==> src/rtl/pc_target_unit.sv <==
// Registered PC generator: sequential / PC-relative / JALR / return-address-stack targets, misaligned targets rejected.
// Latency: selected target appears on pc one clock later; pc_plus4 and pc_target are combinational.
// Backpressure: stall freezes pc, RAS and count and suppresses both fault pulses.
module pc_target_unit #(
    parameter int              XLEN        = 32,
    parameter logic [XLEN-1:0] RESET_PC    = '0,
    parameter int              RAS_DEPTH   = 4,
    parameter int              INSTR_BYTES = 4
) (
    input  logic            clk,
    input  logic            rst_n,
    input  logic            stall,
    input  logic [1:0]      pc_src,
    input  logic [XLEN-1:0] imm,
    input  logic [XLEN-1:0] rs1_data,
    input  logic            push_ret,
    output logic [XLEN-1:0] pc,
    output logic [XLEN-1:0] pc_plus4,
    output logic [XLEN-1:0] pc_target,
    output logic            misaligned,
    output logic            ras_underflow,
    output logic            ras_empty,
    output logic            ras_full
);

    localparam int              PTR_W      = $clog2(RAS_DEPTH);
    localparam int              CNT_W      = PTR_W + 1;
    localparam logic [XLEN-1:0] ALIGN_MASK = XLEN'(INSTR_BYTES - 1);
    localparam logic [CNT_W-1:0] DEPTH_CNT = CNT_W'(RAS_DEPTH);

    localparam logic [1:0] SRC_SEQ = 2'b00;
    localparam logic [1:0] SRC_REL = 2'b01;
    localparam logic [1:0] SRC_REG = 2'b10;
    localparam logic [1:0] SRC_RAS = 2'b11;

    logic [XLEN-1:0]  ras_mem [RAS_DEPTH];
    logic [PTR_W-1:0] ras_ptr;     // next free slot; top of stack is ras_ptr-1
    logic [CNT_W-1:0] ras_cnt;
    logic [PTR_W-1:0] top_idx;
    logic [XLEN-1:0]  ras_top;
    logic [XLEN-1:0]  jalr_sum;
    logic [XLEN-1:0]  next_pc;
    logic             pop_req;
    logic             pop_empty;
    logic             target_bad;
    logic             do_push;
    logic             do_pop;

    assign pc_plus4  = pc + XLEN'(INSTR_BYTES);
    assign pc_target = pc + imm;
    assign jalr_sum  = rs1_data + imm;
    assign top_idx   = ras_ptr - PTR_W'(1);
    assign ras_top   = ras_mem[top_idx];
    assign ras_empty = (ras_cnt == '0);
    assign ras_full  = (ras_cnt == DEPTH_CNT);

    always_comb begin
        next_pc = pc_plus4;
        case (pc_src)
            SRC_REL: next_pc = pc_target;
            SRC_REG: next_pc = {jalr_sum[XLEN-1:1], 1'b0};
            SRC_RAS: if (!ras_empty) next_pc = ras_top;
            default: next_pc = pc_plus4;
        endcase
        pop_req    = (pc_src == SRC_RAS);
        pop_empty  = pop_req && ras_empty;
        target_bad = (pc_src != SRC_SEQ) && ((next_pc & ALIGN_MASK) != '0);
        // A rejected target cancels any stack traffic of the same cycle.
        do_pop     = !stall && !target_bad && pop_req && !ras_empty;
        do_push    = !stall && !target_bad && push_ret;
    end

    always_ff @(posedge clk or negedge rst_n) begin
        if (!rst_n) begin
            pc            <= RESET_PC;
            ras_ptr       <= '0;
            ras_cnt       <= '0;
            misaligned    <= 1'b0;
            ras_underflow <= 1'b0;
        end else if (stall) begin
            misaligned    <= 1'b0;
            ras_underflow <= 1'b0;
        end else if (target_bad) begin
            misaligned    <= 1'b1;
            ras_underflow <= 1'b0;
        end else begin
            pc            <= next_pc;
            misaligned    <= 1'b0;
            ras_underflow <= pop_empty;
            if (do_push && !do_pop) begin
                ras_ptr <= ras_ptr + PTR_W'(1);
                if (!ras_full) ras_cnt <= ras_cnt + CNT_W'(1);
            end else if (do_pop && !do_push) begin
                ras_ptr <= top_idx;
                ras_cnt <= ras_cnt - CNT_W'(1);
            end
        end
    end

    // Push+pop rewrites the top in place; a push on a full stack lands on the oldest slot.
    always_ff @(posedge clk) begin
        if (do_push) ras_mem[do_pop ? top_idx : ras_ptr] <= pc_plus4;
    end

endmodule

==> config.mk <==
export PLATFORM = sky130hd
export DESIGN_NAME = pc_target_unit
export DESIGN_NICKNAME = d
export VERILOG_FILES = /design/src/rtl/pc_target_unit.sv
export SDC_FILE = /design/constraint.sdc
export NUM_CORES = 1
export LEC_CHECK = 0
export BUFFER_PORTS_ARGS = -buffer_cell sky130_fd_sc_hd__buf_2
export CAP_MARGIN = 40
export CORE_UTILIZATION = 50
export DETAILED_ROUTE_END_ITERATION = 8
export PLACE_DENSITY = 0.82
export SYNTH_ARGS = -nofsm -noshare
export SYNTH_HDL_FRONTEND = slang
export SYNTH_SLANG_ARGS = --single-unit
==> constraint.sdc <==
create_clock -name clk -period 4.2 [get_ports clk]
set_input_delay 0.21 -clock clk [delete_from_list [all_inputs] [get_ports clk]]
set_output_delay 0.21 -clock clk [all_outputs]
set_load 0.1 [all_outputs]
======== Word-level counts from Yosys, hierarchy flattened ========
Memories as Yosys holds them, arrays and structs flattened.
Index checks and enable logic that the tools add are counted.
word-level totals
  register bits after elaboration ......... 39
  RAM bits ................................ 128
  output and inout port bits .............. 100
  word-level logic and storage cells ...... 54
  memories kept ........................... 1
  bits of input ports ..................... 70
memories
  name     depth  width  rd ports  clocked after Yosys merged registers in  wr ports  line  RTL
  ras_mem  4      32     1         0                                        1         36    logic [XLEN-1:0] ras_mem [RAS_DEPTH];
operators by class
  equal/unequal tests ..................... 5
  add/subtract/negate cells ............... 7
  bitwise logic cells ..................... 2
  muxes and demuxes ....................... 14
  reductions and logical operators ........ 20
operators by type and width
  cell                                                 count
  case mux 32 bit (3 select lines)                     1
  adder 32 bit                                         2
  adder 32 x 3 -> 32 bit, second input constant        1
  2-to-1 mux 32 bit                                    1
  nonzero test 32 bit                                  1
  2-to-1 mux 3 bit                                     3
  logical AND 1 bit                                    8
  2-to-1 mux 1 bit                                     6
  2-to-1 mux 2 bit                                     3
  zero test 1 bit                                      5
  equality test 2 bit, second input constant           2
  AND reduction 4 bit                                  1
  nonzero test 2 bit                                   2
  adder 3 x 1 -> 3 bit, second input constant          1
  equality test 3 bit, second input constant           1
  zero test 3 bit                                      1
  AND reduction 3 bit                                  1
  subtractor 3 x 1 -> 3 bit, second input constant     1
  adder 2 x 1 -> 2 bit, second input constant          1
  equality test 2 x 1 -> 1 bit, second input constant  1
  != test 2 bit, second input constant                 1
  NOT 1 bit                                            2
  AND reduction 2 bit                                  1
  subtractor 2 x 1 -> 2 bit, second input constant     1

======== Depth between registers and ports, before layout ========
Gate-level depths: netlist of the first run.
An unclocked memory read counts as a cell.
  depth in word-level cells ............... 14
  mapped depth ............................ 17
  depth with buffers taken out ............ 16

======== Worst setup path before layout of the first run ========
Ideal clock, no wire load.
  path kind ............................... register -> output
  from .................................... register pc[0]
  to ...................................... output pc_target[26]
  cell stages (with the launch flop) ...... 12
  buffers on the path ..................... 0
  required time ........................... 3.990 ns
  slack ................................... -1.022 ns
  arrival time ............................ 5.012 ns
  cell sequence ........................... dfrtp_1 -> ha_1 -> inv_1 -> fa_1 -> nand2b_1 -> a21oi_1 -> o311ai_2 -> a21oi_1 -> a21o_1 -> nor2_1 -> mux2i_1 -> a211oi_1
on the way
  longest elaborated chain between the ends .. 1
ends and longest elaborated chain
  item                      line  RTL
  start: declaration        17    output logic [XLEN-1:0] pc,
  start signal: assignment  87    pc <= next_pc;
  adder 32 bit              50    assign pc_target = pc + imm;
  end: declaration          19    output logic [XLEN-1:0] pc_target,
Every way passes these cells.

======== Worst setup path after layout of the first run ========
  from .................................... register pc[0]
  to ...................................... output pc_target[24]
Same word-level chain as after synthesis.

==> summary.md, run 1 <==
| Metric | Value |
|---|---|
| Status | `complete, no violations` |
| Dpl hpwl | `28.3 mm` |
| Hold path start | `stall` |
| Worst slack, placed | `554 ps` |
| Unique masters post-synth | `72` |
| CTS tree | `built` |
| Setup crit end kind | `primary output` |
| CTS Root Cell | `clkbuf_16` |
| Crit-path cells | `ha_1, inv_1, fa_1, nand2b_1, a21oi_1, o311ai_2, a211oi_1, nor3_1, o31ai_1, xor2_2, clkbuf_4` |
| Number of port buffers | `169` |
| First-pass GRT wire length | `57.1 mm` |
| Final number of hold-violating endpoints | `0` |
| Largest stage delay, worst path | `470 ps` |
| DRT antenna net count | `0` |
| DR vias/cell | `6.52` |
| Synthesized area | `11500 sq um` |
| Post-Layout Cell Count | `1600` |
| CTS buffer count | `17` |
| Worst-Margin Slew | `779 ps` |
| Fmax | `0.246 GHz` |
| Layout area overhead | `18.2%` |
| Async set or reset register ratio after synthesis | `23.4%` |
| WS Path Type | `reg -> out` |
| Die Y | `153 um` |
| GRT Residual Overflow | `0` |
| Mapped Nets | `1277` |
| Placed Cells | `1567` |
| Maximum number of pins on one net before global-route repair | `40` |
| Tmin final | `4060 ps` |
| Remaining DRCs | `0` |
| Nets | `1440` |
| Reg2reg end | `pc[22]` |
| Core Box Area | `22600 sq um` |
| Maxcap violations | `0` |
| GPL Wtd Cong | `1.00` |
| Cell Rows | `55` |
| Initial Util | `50.8%` |
| Critical path required time | `3990 ps` |
| Total Routed Length | `37.3 mm` |
| Diode count | `0` |
| RSZ-0062 raised after global routing | `false` |
| Worst hold stages | `2` |
| Antenna violations before repair | `0` |
| Commonest non-fill, non-tap cell in the layout | `buf_2` |
| Setup_tns | `0 ps` |
| Top-level port count | `170` |
| 1st-iter DRT viols | `1228` |
| Sink Count | `167` |
| Synth Flop Type | `edfxtp_1` |
| Synth Register Bits | `167` |
| Die Footprint | `23600 sq um` |
| Crit path DAT | `3850 ps` |
| Max-slew violations | `0` |
| Clock Skews | `11.0 ps` |
| Postcts setup bufs | `0` |
| Hold EP | `misaligned` |
| Clk buf depth | `2` |
| Setup violators final | `0` |
| Worst-path maximum fanout | `9` |
| Slew HR | `47.9%` |
| CP max-delay cell | `a211oi_1` |
| Worst Hold Class | `in -> reg` |
| Clock latency on the worst-skew pair | `440 ps` |
| Die Wd | `153 um` |
| Vias in the first global route | `9815` |
| Reg2reg start | `pc[0]` |
| Post-synth EDFFs | `128` |
| H-Tree Depth | `4` |
| Tcrit/Tclk final | `96.6%` |
| YS warnings | `0` |
| Worst R2R Path Depth | `12` |
| Crit path launch type | `register` |
| Tot GR Track Use | `32.1%` |
| Reg clk slew, reported paths | `70 ps` |
| Util after Layout | `60.1%` |
| Share of layout cells above drive strength 1 | `24.0%` |
| Seq/Total Area, Yosys | `42.0%` |
| Commonest non-fill, non-tap cells in the layout | `buf_2, edfxtp_1, a21oi_1, nand2_1, nor2_1` |
| Final WS setup | `142 ps` |
| DRT Pass-1 Iters | `5` |
| Avg Cell Area, Syn | `10.1 sq um` |
| Gate Count Post-Synth | `1139` |
| DR vias | `10435` |
| Wire per inst | `23.3 um` |
| Reg2reg setup slack | `480 ps` |
==> kinds of logic (layout without fill, tap and decap cells) <==
kind of cell | count (synthesis) | count (layout) | share of synthesized area (%)
compound gates | 335 | 335 | 18.7
xor+xnor | 87 | 87 | 6.64
fa+ha+maj | 68 | 68 | 7.55
buf+inv | 91 | 267 | 3.10
flops | 167 | 167 | 42.0
mux | 48 | 48 | 8.20
simple gates | 343 | 343 | 13.8
==> critical path: cells and delay by family (launching register included) <==
| family | cells | cell delay, ps |
|---|---|---|
| xor gates and xnor gates | 1 | 250 |
| DFF | 1 | 460 |
| and+or+nand+nor | 2 | 400 |
| AOI/OAI and AO/OA | 4 | 1280 |
| adders and majority gates | 2 | 580 |
| buffers and inverters | 2 | 430 |
==> cell usage after synthesis (13+ instances only) <==
library cell	number	share of area, %
a31oi_1	15	0.82
nand2_1	103	3.4
a21oi_1	105	4.6
nor2_1	106	3.5
xor2_1	36	2.7
nand4_1	15	0.82
ha_1	66	7.2
edfxtp_1	128	34
dfrtp_1	39	8.5
nand3_1	39	1.7
o211ai_1	13	0.85
o21ai_0	75	3.3
nor3_1	20	0.87
mux4_2	36	7.1
a21o_1	21	1.4
inv_1	34	1.1
clkbuf_1	40	1.3
xnor2_1	51	3.9
==> routing by layer <==
metal	part of all wire, %	GRT usage [%]
met5	0	0
met3	10	6.01
met2	46	49.8
met4	3.3	11.5
met1	41	44.9
==> worst max-delay path by stage <==
stage               start       endpoint  depth (start not counted)
CTS                 pc[0]  pc_target[24]                         11
finish              pc[0]  pc_target[24]                         11
floorplan           pc[1]         pc[30]                         11
global route        pc[0]  pc_target[24]                         11
detailed placement  pc[0]         pc[22]                         12
global placement    pc[0]         pc[22]                         12
==> metrics by stage <==
step | hold slack (ps) | instance area (sq um)
floorplan | -85.6 | 11700
global placement | 319 | 12900
detailed placement | 316 | 12900
CTS | 182 | 13600
global route | 191 | 13600
finish | 199 | 13600
==> timing repair <==
action | 4_1_cts | 5_1_grt
gates resized for setup | 0 | 3
setup endpoints to repair | 0 | 3
hold buffers | 1 | 0
hold endpoints to repair | 39 | 0
==> flip-flops by register name, indices dropped and copies added (netlist names) <==
signal	flops
ras_cnt	3
ras_ptr	2
ras_underflow	1
pc	32
ras_mem	128
misaligned	1
==> cell type report <==
cell class,count,area (sq um)
inverter,36,135
fill,1850,9010
multi-input combinational,881,6550
tap,285,357
sequential,167,4820
clock buffer,17,425
timing repair buffer,199,1090
clock inverter,15,181
Power of run 1 is not shown: default switching activity piles up to over one toggle a cycle in this logic, so the estimate is an artifact.
==> run 2: changes to the inputs <==
--- a/config.mk
+++ b/config.mk
@@ -10,6 +10,7 @@
 export CORE_UTILIZATION = 50
 export DETAILED_ROUTE_END_ITERATION = 8
 export PLACE_DENSITY = 0.82
+export RECOVER_POWER = 100
 export SYNTH_ARGS = -nofsm -noshare
 export SYNTH_HDL_FRONTEND = slang
 export SYNTH_SLANG_ARGS = --single-unit
==> run 2 against run 1 <==
Net effect:
- the flow now finishes with violations (max-capacitance violations, max-slew violations)
- register-to-register slack worse by 220 ps
- cell count did not move
- global-route usage unchanged
- die area is the same
- sequential cell count unchanged
- critical path depth unchanged
- worst hold slack worse by 6.2 ps
- first-iteration DRC count decreased by 6.1%
- fmax decreased by 1.1%
- utilization is 0.99 points lower
==> summary.md, run 2 (synthesis gave the netlist of run 1 again) <==
| Metric | Value |
|---|---|
| Status | `complete, but fails checks` |
| Failing checks | `max-capacitance violations, max-slew violations` |
| FILL cells | `1906` |
| Largest stage delay, worst path | `480 ps` |
| Crit-path cells | `ha_1, inv_1, fa_1, nand2b_1, a21oi_1, o311ai_2, a211oi_1, nor3_1, o31ai_1, xor2_2, clkbuf_4` |
| Top reg by flops | `ras_mem` |
| CTS tree | `built` |
| WS Path Type | `reg -> out` |
| CP max-delay cell | `a211oi_1` |
| DRT antenna net count | `0` |
| H-Tree Depth | `4` |
| Clock latency on the worst-skew pair | `440 ps` |
| Top delay family on crit path | `compound AO/OA/AOI/OAI gates` |
| Area of the multi-input gates | `6440 sq um` |
| Crit path launch type | `register` |
| CTS Root Cell | `clkbuf_16` |
| Die Wd | `153 um` |
| Fmax | `0.244 GHz` |
| DRT Pass-1 Iters | `6` |
| Reg2reg setup slack | `260 ps` |
| Worst Hold Class | `in -> reg` |
| Tmin final | `4100 ps` |
| Hold_ws | `193 ps` |
| Worst-Margin Slew | `2480 ps` |
| DR vias/cell | `6.54` |
| Dpl hpwl | `28.3 mm` |
| Placed instance area | `12900 sq um` |
| Nets | `1440` |
| DR vias | `10469` |
| GPL Wtd Cong | `1.00` |
| Sink Count | `167` |
| Vias in the first global route | `9815` |
| Max reg flops | `128` |
| Top-level port count | `170` |
| Critical path buffers and inverters | `2` |
| Remaining DRCs | `0` |
| Reg clk slew, reported paths | `70 ps` |
| Util after Layout | `59.1%` |
| Commonest non-fill, non-tap cell in the layout | `edfxtp_1` |
| Maximum number of pins on one net before global-route repair | `40` |
| First-pass GRT wire length | `57.1 mm` |
| Die Footprint | `23600 sq um` |
| CTS buffer count | `17` |
| Initial Util | `50.8%` |
| Total Routed Length | `37.4 mm` |
| Max-slew violations | `40` |
| Clk buf depth | `2` |
| Critical path required time | `3990 ps` |
| Final number of hold-violating endpoints | `0` |
| RSZ-0062 raised after global routing | `false` |
| Antenna violations before repair | `0` |
| 1st-iter DRT viols | `1153` |
| Maxcap violations | `1` |
| Setup crit end kind | `primary output` |
| Core Box Area | `22600 sq um` |
| Clock Skews | `10.6 ps` |
| Register area | `4820 sq um` |
| GRT Residual Overflow | `0` |
| Setup violators final | `0` |
| Largest regs | `ras_mem: 128 flops, pc: 32 flops, ras_cnt: 3 flops` |
| Crit path DAT | `3890 ps` |
| Die Y | `153 um` |
| Worst-path maximum fanout | `9` |
| Fin area | `13300 sq um` |
| Layout area overhead | `16.3%` |
| Share of layout cells above drive strength 1 | `17.0%` |
| Wire per inst | `23.4 um` |
| Tcrit/Tclk final | `97.7%` |
| Commonest non-fill, non-tap cells in the layout | `edfxtp_1, a21oi_1, nor2_1, nand2_1` |
| Diode count | `0` |
| Slew HR | `-65.5%` |
| Number of port buffers | `169` |
| Tot GR Track Use | `32.1%` |
| Cell Rows | `55` |
[run 2: layer usage]
metal | vias to the layer above | track usage (%) | share of wire (%)
li1 | 4638 | - | -
met1 | 5030 | 44.9 | 40
met2 | 706 | 49.8 | 45
met3 | 95 | 6.01 | 11
met4 | 0 | 11.5 | 3.4
met5 | - | 0 | 0
[run 2: layout make-up]
| cell class | instances | share of cell area [%] |
|---|---|---|
| Clock buffer | 17 | 3.19 |
| Clock inverter | 15 | 1.36 |
| Inverter | 36 | 1.01 |
| Multi-Input combinational cell | 881 | 48.3 |
| Sequential cell | 167 | 36.2 |
| Tap cell | 285 | 2.67 |
| Timing Repair Buffer | 199 | 7.27 |
[run 2: final timing paths]
check                            from              to  depth (start not counted)
min in group asynchronous       rst_n      misaligned                          3
hold reg to reg            ras_cnt[2]      ras_cnt[2]                          1
setup reg to reg           ras_cnt[1]  ras_mem[1][28]                         10
setup / recovery                pc[0]   pc_target[24]                         11
max in group asynchronous       rst_n           pc[0]                          3
hold / removal                  stall      misaligned                          2
[run 2: per-stage QoR]
step / setup WS, ps / TNS, ps / std cells
floorplan: -50.0 / -75.5 / 1139
finish: 97.9 / 0 / 1600
global route: 24.5 / 0 / 1600
detailed placement: 554 / 0 / 1567
CTS: 114 / 0 / 1600
global placement: 607 / 0 / 1566
[run 2: worst reg2reg max path: stages, from the launching register on]
cell and delay [ps]:
dfrtp_1 440, or3_1 540, a311oi_1 390, a21oi_1 110, o21ai_0 340, nor2b_1 330, nand2_1 210, nor3b_1 240
a21oi_1 70, nor2_1 640, clkbuf_2 330
[run 2: repair_timing]
action                                  4_1_cts  5_1_grt
setup buffers                                 0        0
hold buffers                                  1        0
endpoints found under the hold margin        39        0
resized for setup                             0        3
endpoints found under the setup margin        0        3
Power of run 2 is left out for the same reason.
